--- config.mk ---
export PLATFORM = sky130hd
export DESIGN_NAME = imem_arbiter
export DESIGN_NICKNAME = d
export VERILOG_FILES = /design/src/rtl/imem_arb_pkg.sv /design/src/rtl/imem_arbiter_rr_pick2.sv /design/src/rtl/imem_arbiter.sv
export SDC_FILE = /design/constraint.sdc
export NUM_CORES = 1
export LEC_CHECK = 0
export CAP_MARGIN = 10
export CORE_AREA = 2 2 105 107
export CTS_CLUSTER_SIZE = 28
export DETAILED_ROUTE_END_ITERATION = 10
export DIE_AREA = 0 0 107 109
export PLACE_DENSITY_LB_ADDON = 0.2
export SYNTH_ARGS = -nofsm -noshare
export SYNTH_HDL_FRONTEND = slang
export SYNTH_HIERARCHICAL = 1
export SYNTH_SLANG_ARGS = --single-unit
--- constraint.sdc ---
create_clock -name CLK -period 6.14 [get_ports CLK]
set_input_delay 1.535 -clock CLK [delete_from_list [all_inputs] [get_ports CLK]]
set_output_delay 1.535 -clock CLK [all_outputs]
set_load 0.005 [all_outputs]
--- src/rtl/imem_arb_pkg.sv ---
// Shared types for the instruction/data memory port arbiter.
package imem_arb_pkg;

    // State encoding doubles as the owner output.
    typedef enum logic [1:0] {
        IDLE   = 2'b00,
        BUSY_I = 2'b01,
        BUSY_D = 2'b10
    } arb_state_t;

    typedef logic [1:0] owner_t;

    localparam owner_t OWN_NONE = 2'b00;
    localparam owner_t OWN_I    = 2'b01;
    localparam owner_t OWN_D    = 2'b10;

endpackage

--- src/rtl/imem_arbiter_rr_pick2.sv ---
// Two-way round-robin picker: on a tie, favour the port that did not win last.
import imem_arb_pkg::*;

module rr_pick2 (
    input  logic   reqi,
    input  logic   reqd,
    input  owner_t last_grant,
    output owner_t grant
);

    always_comb begin
        grant = OWN_NONE;
        if (reqi && reqd)
            grant = (last_grant == OWN_I) ? OWN_D : OWN_I;
        else if (reqi)
            grant = OWN_I;
        else if (reqd)
            grant = OWN_D;
    end

endmodule

--- src/rtl/imem_arbiter.sv ---
// Shares one memory port between fetch (I) and data/loader (D) with
// round-robin arbitration, grant held until the memory handshake completes.
import imem_arb_pkg::*;

module imem_arbiter #(
    parameter int ADDR_W = 32,
    parameter int DATA_W = 32
) (
    input  logic              CLK,
    input  logic              RST,
    input  logic              iren,
    input  logic [ADDR_W-1:0] iaddr,
    input  logic              iflush,
    output logic              ihit,
    output logic [DATA_W-1:0] iload,
    input  logic              dren,
    input  logic              dwen,
    input  logic [ADDR_W-1:0] daddr,
    input  logic [DATA_W-1:0] dstore,
    output logic              dhit,
    output logic [DATA_W-1:0] dload,
    output logic              mem_ren,
    output logic              mem_wen,
    output logic [ADDR_W-1:0] mem_addr,
    output logic [DATA_W-1:0] mem_store,
    input  logic              mem_ready,
    input  logic [DATA_W-1:0] mem_load,
    output logic [1:0]        owner
);

    arb_state_t        state, state_n;
    logic              drop, drop_n;
    owner_t            last_grant, grant;
    logic [ADDR_W-1:0] lat_addr;
    logic [DATA_W-1:0] lat_store;
    logic              lat_wen;

    rr_pick2 u_pick (
        .reqi       (iren & ~iflush),
        .reqd       (dren | dwen),
        .last_grant (last_grant),
        .grant      (grant)
    );

    always_ff @(posedge CLK) begin
        if (RST) begin
            state      <= IDLE;
            drop       <= 1'b0;
            last_grant <= OWN_D;
            lat_addr   <= '0;
            lat_store  <= '0;
            lat_wen    <= 1'b0;
        end else begin
            state <= state_n;
            drop  <= drop_n;
            if (state == IDLE && grant != OWN_NONE) begin
                last_grant <= grant;
                lat_addr   <= (grant == OWN_D) ? daddr : iaddr;
                lat_store  <= (grant == OWN_D) ? dstore : '0;
                // a simultaneous read+write request is serviced as a write
                lat_wen    <= (grant == OWN_D) && dwen;
            end
        end
    end

    always_comb begin
        state_n = state;
        drop_n  = drop;
        case (state)
            IDLE: begin
                drop_n = 1'b0;
                if (grant == OWN_I)
                    state_n = BUSY_I;
                else if (grant == OWN_D)
                    state_n = BUSY_D;
            end
            BUSY_I: begin
                // fetch abandoned (flush or request withdrawn): finish the
                // memory access but swallow its hit
                if (iflush || !iren)
                    drop_n = 1'b1;
                if (mem_ready) begin
                    state_n = IDLE;
                    drop_n  = 1'b0;
                end
            end
            BUSY_D: begin
                if (mem_ready)
                    state_n = IDLE;
            end
            default: state_n = IDLE;
        endcase
    end

    always_comb begin
        ihit      = 1'b0;
        iload     = '0;
        dhit      = 1'b0;
        dload     = '0;
        mem_ren   = 1'b0;
        mem_wen   = 1'b0;
        mem_addr  = '0;
        mem_store = '0;
        case (state)
            BUSY_I: begin
                mem_ren  = 1'b1;
                mem_addr = lat_addr;
                ihit     = mem_ready && !drop && !iflush && iren;
                iload    = ihit ? mem_load : '0;
            end
            BUSY_D: begin
                mem_wen   = lat_wen;
                mem_ren   = !lat_wen;
                mem_addr  = lat_addr;
                mem_store = lat_store;
                dhit      = mem_ready;
                dload     = mem_ready ? mem_load : '0;
            end
            default: ;
        endcase
    end

    assign owner = state;

endmodule

# [Word level (Yosys, flattened, before mapping)]
# Cells that the tools add are included.
[totals] reg_bits=70 inputBits=135 out_inout_bits=134 elab_cells=57
[classes] n_eq_ne=8 mux=23 n_bitwise=3 reduce_logical=17
[op_table] cell="$mux 32" count=8
[op_table] cell="$mux 2" count=7
[op_table] cell="$eq 2x1->1 const B" count=3
[op_table] cell="$logic_and 1x1->1" count=6
[op_table] cell="$mux 1" count=5
[op_table] cell="$eq 2x2->1 const B" count=2
[op_table] cell="$logic_not 1->1" count=4
[op_table] cell="$pmux 1 s2" count=2
[op_table] cell="$pmux 2 s2" count=1
[op_table] cell="$reduce_and 2->1" count=2
[op_table] cell="$reduce_bool 2->1" count=2
[op_table] cell="$ne 3x1->1 const B" count=1
[op_table] cell="$ne 3x3->1 const B" count=1
[op_table] cell="$logic_not 2->1" count=1
[op_table] cell="$ne 2x1->1 const B" count=1
[op_table] cell="$reduce_or 2->1" count=1
[op_table] cell="$and 1x1->1" count=1
[op_table] cell="$logic_or 1x1->1" count=1
[op_table] cell="$not 1->1" count=1
[op_table] cell="$or 1x1->1" count=1

# [Depth between registers and ports, before layout]
[logic_depth] ltp_word=8 ltp_mapped=10

# [By module]
# The synthesis kept the hierarchy.
[modules_own_cells] module="imem_arbiter" n_inst=1 cells_per_inst=443 area_per_inst_um2=4065.1 seq_area_each_um2=1401.3
[modules_own_cells] module="rr_pick2" n_inst=1 cells_per_inst=4 area_per_inst_um2=30.0 seq_area_each_um2=0.0

# [Worst setup path after synthesis]
# Ideal clock, no wire load.
[synth_path] path_kind="input port to output port" start="input iflush" end="output iload[0]" arrival_ns=2.316 path_slack_ns=2.289 path_stages=4 n_path_buf=1 path_cell_list="nand2b_1 -> nor3_2 -> clkbuf_1 -> and2_1"
[synth_via] elab_chain_cells=5
[synth_rtl] item="start: declaration" line_no="imem_arbiter.sv:13" text="input logic iflush,"
[synth_rtl] item="$logic_not 1->1" line_no="imem_arbiter.sv:108" text="ihit = mem_ready && !drop && !iflush && iren;"
[synth_rtl] item="$logic_and 1x1->1 (2 in series)" line_no="imem_arbiter.sv:108"
[synth_rtl] item="$mux 32" line_no="imem_arbiter.sv:109" text="iload = ihit ? mem_load : '0;"
[synth_rtl] item="$mux 32" line_no="imem_arbiter.sv:104" text="case (state)"
[synth_rtl] item="end: declaration" line_no="imem_arbiter.sv:15" text="output logic [DATA_W-1:0] iload,"
# No other way between the ends.

# [Worst setup path after layout]
[layout_path] start="input mem_ready" end="output iload[28]"
[layout_via] elab_chain_cells=5
[layout_rtl] item="start: declaration" line_no="imem_arbiter.sv:26" text="input logic mem_ready,"
[layout_rtl] item="$logic_and 1x1->1 (3 in series)" line_no="imem_arbiter.sv:108"
[layout_rtl] item="$mux 32" line_no="imem_arbiter.sv:109"
[layout_rtl] item="$mux 32" line_no="imem_arbiter.sv:104"
# No other way between the ends.

==> results by group <==
Run status
  – Status: finished, final reports clean

Logic synthesis
  – Synth Area in Compound Gates: 0.279
  – Synth Area in Adders: 0.0122
  – Mapped Cells: 447
  – Mapped Nets: 586
  – Syn Area/Cell: 9.16 µm²
  – Synth cell types: 33
  – Synthesis Warnings: 6
  – Sequential share of the synthesized area: 0.342
  – Post-synthesis instance area: 4100 µm²
  – Post-Synth XOR/XNOR Area: 0
  – Largest family of logic cells by synthesized area: simple AND/OR/NAND/NOR gates
  – FF+latch count, synth: 70
  – Simple-gate area share of the yosys netlist: 0.287
  – Post-synthesis mux area share: 0

Power
  – Pint: 0.000999 W
  – Flop pwr share: 0.372
  – Clock power frac: 0.265
  – Max IR drop VDD: 0.000161 V
  – Switching share of power: 0.313
  – LEAKAGE: 2.63 nW
  – Net Switching: 0.000456 W
  – Comb power frac: 0.364
  – Power Density: 211 nW/µm²

Global routing
  – Initial antenna violation count: 0
  – Tot GR Track Use: 0.225
  – First-pass GRT wire length: 20.9 mm
  – Vias in the first global route: 4048
  – Largest net degree at the start of global routing: 41
  – Gr ovfl total: 0

Worst setup path
  – Critical path fanouts, max: 36
  – Crit. End Element: output port
  – Crit Path Class: input pin to output port
  – Crit start category: input pin
  – Critical-path cell list: clkdlybuf4s50_1, buf_4, nand2_1, nor3_2, buf_4, and2_1, clkdlybuf4s50_1
  – Reg2Reg Depth: 5
  – Slowest cell on crit path: clkdlybuf4s50_1
  – WP data required: 4.61 ns
  – Reg2reg end: lat_addr[4]
  – CP peak stage delay: 0.51 ns
  – R2r startpoint: owner[0]
  – Worst EP arrival: 3.45 ns
  – Worst reg-to-reg setup slack: 3.24 ns

Finish
  – Multi-input logic area: 2370 µm²
  – Most common cell after layout, fill and taps aside: clkdlybuf4s50_1
  – Seq. cell area: 1400 µm²
  – Layout area overhead: 68.7%
  – Layout net count: 826
  – # diodes: 0
  – Most frequent cells in the layout: clkdlybuf4s50_1, and2_1, dfxtp_1
  – Filler Cell Count: 878
  – Share of layout cells above drive strength 1: 0.134

STA
  – F_max: 201 MHz
  – Slew Limit Headroom: 0.242
  – Setup Skew: 0.00653 ns
  – RSZ-0062 raised after global routing: no
  – Max-slew violation count: 0
  – Clock period minus worst slack: 4.98 ns
  – Final Hold Vio Count: 0
  – TNS Setup: 0 ns
  – Fin crit share: 0.811
  – Slew @ Worst Pin: 1.14 ns
  – Worst setup margin: 1.16 ns
  – Final setup fails: 0

Floorplan
  – Die ar.: 11700 µm²
  – Die height: 109 µm
  – Top Ports: 269
  – Starting Density: 0.386
  – DIE WIDTH: 107 µm
  – Row count: 38
  – Placeable core region: 10600 µm²

Min path
  – Hold_sp: last_grant[0]
  – End of the worst hold path: last_grant[0]
  – Hold path depth: 2
  – Path type of the worst min-delay path: flip-flop to flip-flop

Clock network
  – H-Tree Depth: 3
  – Clk buf depth: 2
  – TritonCTS Sinks: 70
  – Skew-Pair Late Insertion Delay: 0.34 ns
  – CTS Buf Count: 9
  – Clock tree from TritonCTS: done
  – CTS resizes: 0
  – Post-CTS Setup Inserts: 0
  – CTS Root Cell: clkbuf_8
  – CTS Hold Buffers Added: 0
  – Worst-path clk slew: 0.07 ns

Detailed routing
  – Initial drt markers: 180
  – Post-DRT Antenna Nets: 0
  – Remaining DRCs: 0
  – Post-DR vias/cell: 4.97
  – WL per Instance: 16.4 µm
  – Drt total wl: 13.7 mm
  – DRT Pass-1 Iters: 4
  – Via count: 4134

Placed design
  – Routability cong.: 0.944
  – Worst slack, placed: 1.17 ns
  – PortBufs: 268
  – DPL Wire Length: 10.1 mm

Flow run
  – Max-cap violations: 0
[routing by layer]
metal	routed length [µm]	part of all wire	global-route usage
met1	5960	0.44	0.280
met2	6210	0.45	0.363
met3	1350	0.098	0.0909
met4	163	0.012	0.0603
met5	0	0	0
[state kept, by name, indices dropped and copies added, names as in the netlist]
register and cells:
drop 1, last_grant 2, lat_addr 32, lat_store 32
lat_wen 1, owner 2
[how the worst max path moves through the flow]
stage                     startpoint         to  slack (ns)  depth (start not counted)
after floorplan               iflush   iload[0]        2.29                          4
final                      mem_ready  iload[28]        1.16                          7
after global routing       mem_ready  iload[28]        0.98                          7
after CTS                  mem_ready  iload[28]        1.16                          7
after detailed placement   mem_ready  iload[28]        1.17                          7
after global placement     mem_ready  iload[28]        1.25                          7
[worst max-delay path: cells and delay by family]
family | cells | cell delay [ns]
AND/OR/NAND/NOR | 3 | 0.40
buffers and inverters | 4 | 1.50
[cells in the mapped netlist]
cell type	instances	area, µm²
nor3_2	1	10.0
o21a_1	3	22.5
buf_6	5	56.3
and3b_1	1	8.76
o221a_1	1	11.3
a211oi_1	2	15.0
o311a_1	1	10.0
or2_2	1	6.26
o21ai_2	1	8.76
buf_4	2	15.0
a221o_1	1	10.0
buf_12	3	60.1
nand2_1	6	22.5
o32ai_1	2	17.5
nor3b_1	1	7.51
and3_1	32	200
nand2b_1	6	37.5
inv_1	5	18.8
nor2b_1	2	12.5
ha_1	4	50.1
nor2_1	65	244
o22ai_2	30	375
a211oi_2	30	375
o22ai_1	2	12.5
a21oi_1	2	10.0
a22oi_2	4	50.1
and2_1	98	613
clkbuf_8	3	41.3
a22oi_1	30	225
nor2b_4	1	13.8
clkbuf_1	22	82.6
buf_2	10	50.1
dfxtp_1	70	1400
[power by group through the flow]
stage                     Sequential (W)  Clock [W]  Combinational (W)
final                           0.000541   0.000385           0.000529
after global routing            0.000548   0.000417           0.000574
after CTS                       0.000541   0.000398           0.000531
after detailed placement        0.000550          0           0.000529
after global placement          0.000547          0           0.000518
after floorplan                 0.000542          0           0.000308
[stage by stage]
step                      power (W)  instance area (µm²)  utilization  hold WS, ns  instances
after global placement      0.00107                 6690        0.631        0.444        815
final                       0.00145                 6910        0.652        0.458        832
after CTS                   0.00147                 6890        0.650        0.460        831
after floorplan            0.000850                 4100            -        0.437        447
after global routing        0.00154                 6910        0.652        0.508        832
after detailed placement    0.00108                 6690        0.631        0.450        815
[kinds of logic (layout without fill, tap and decap cells)]
kind of cell / count (synthesis) / count (layout)
compound gates: 109 / 109
flops: 70 / 70
fa+ha+maj: 4 / 4
buf+inv: 50 / 295
simple gates: 214 / 214
[layout make-up]
class / count / area share
clock buffers: 11 / 0.0219
well taps: 140 / 0.0254
multi-input cells: 327 / 0.344
inverters: 5 / 0.00272
flip-flops and latches: 70 / 0.203
repair buffers: 274 / 0.395
clock inverters: 5 / 0.00833
Note: power is estimated with default switching activity, not from simulation.
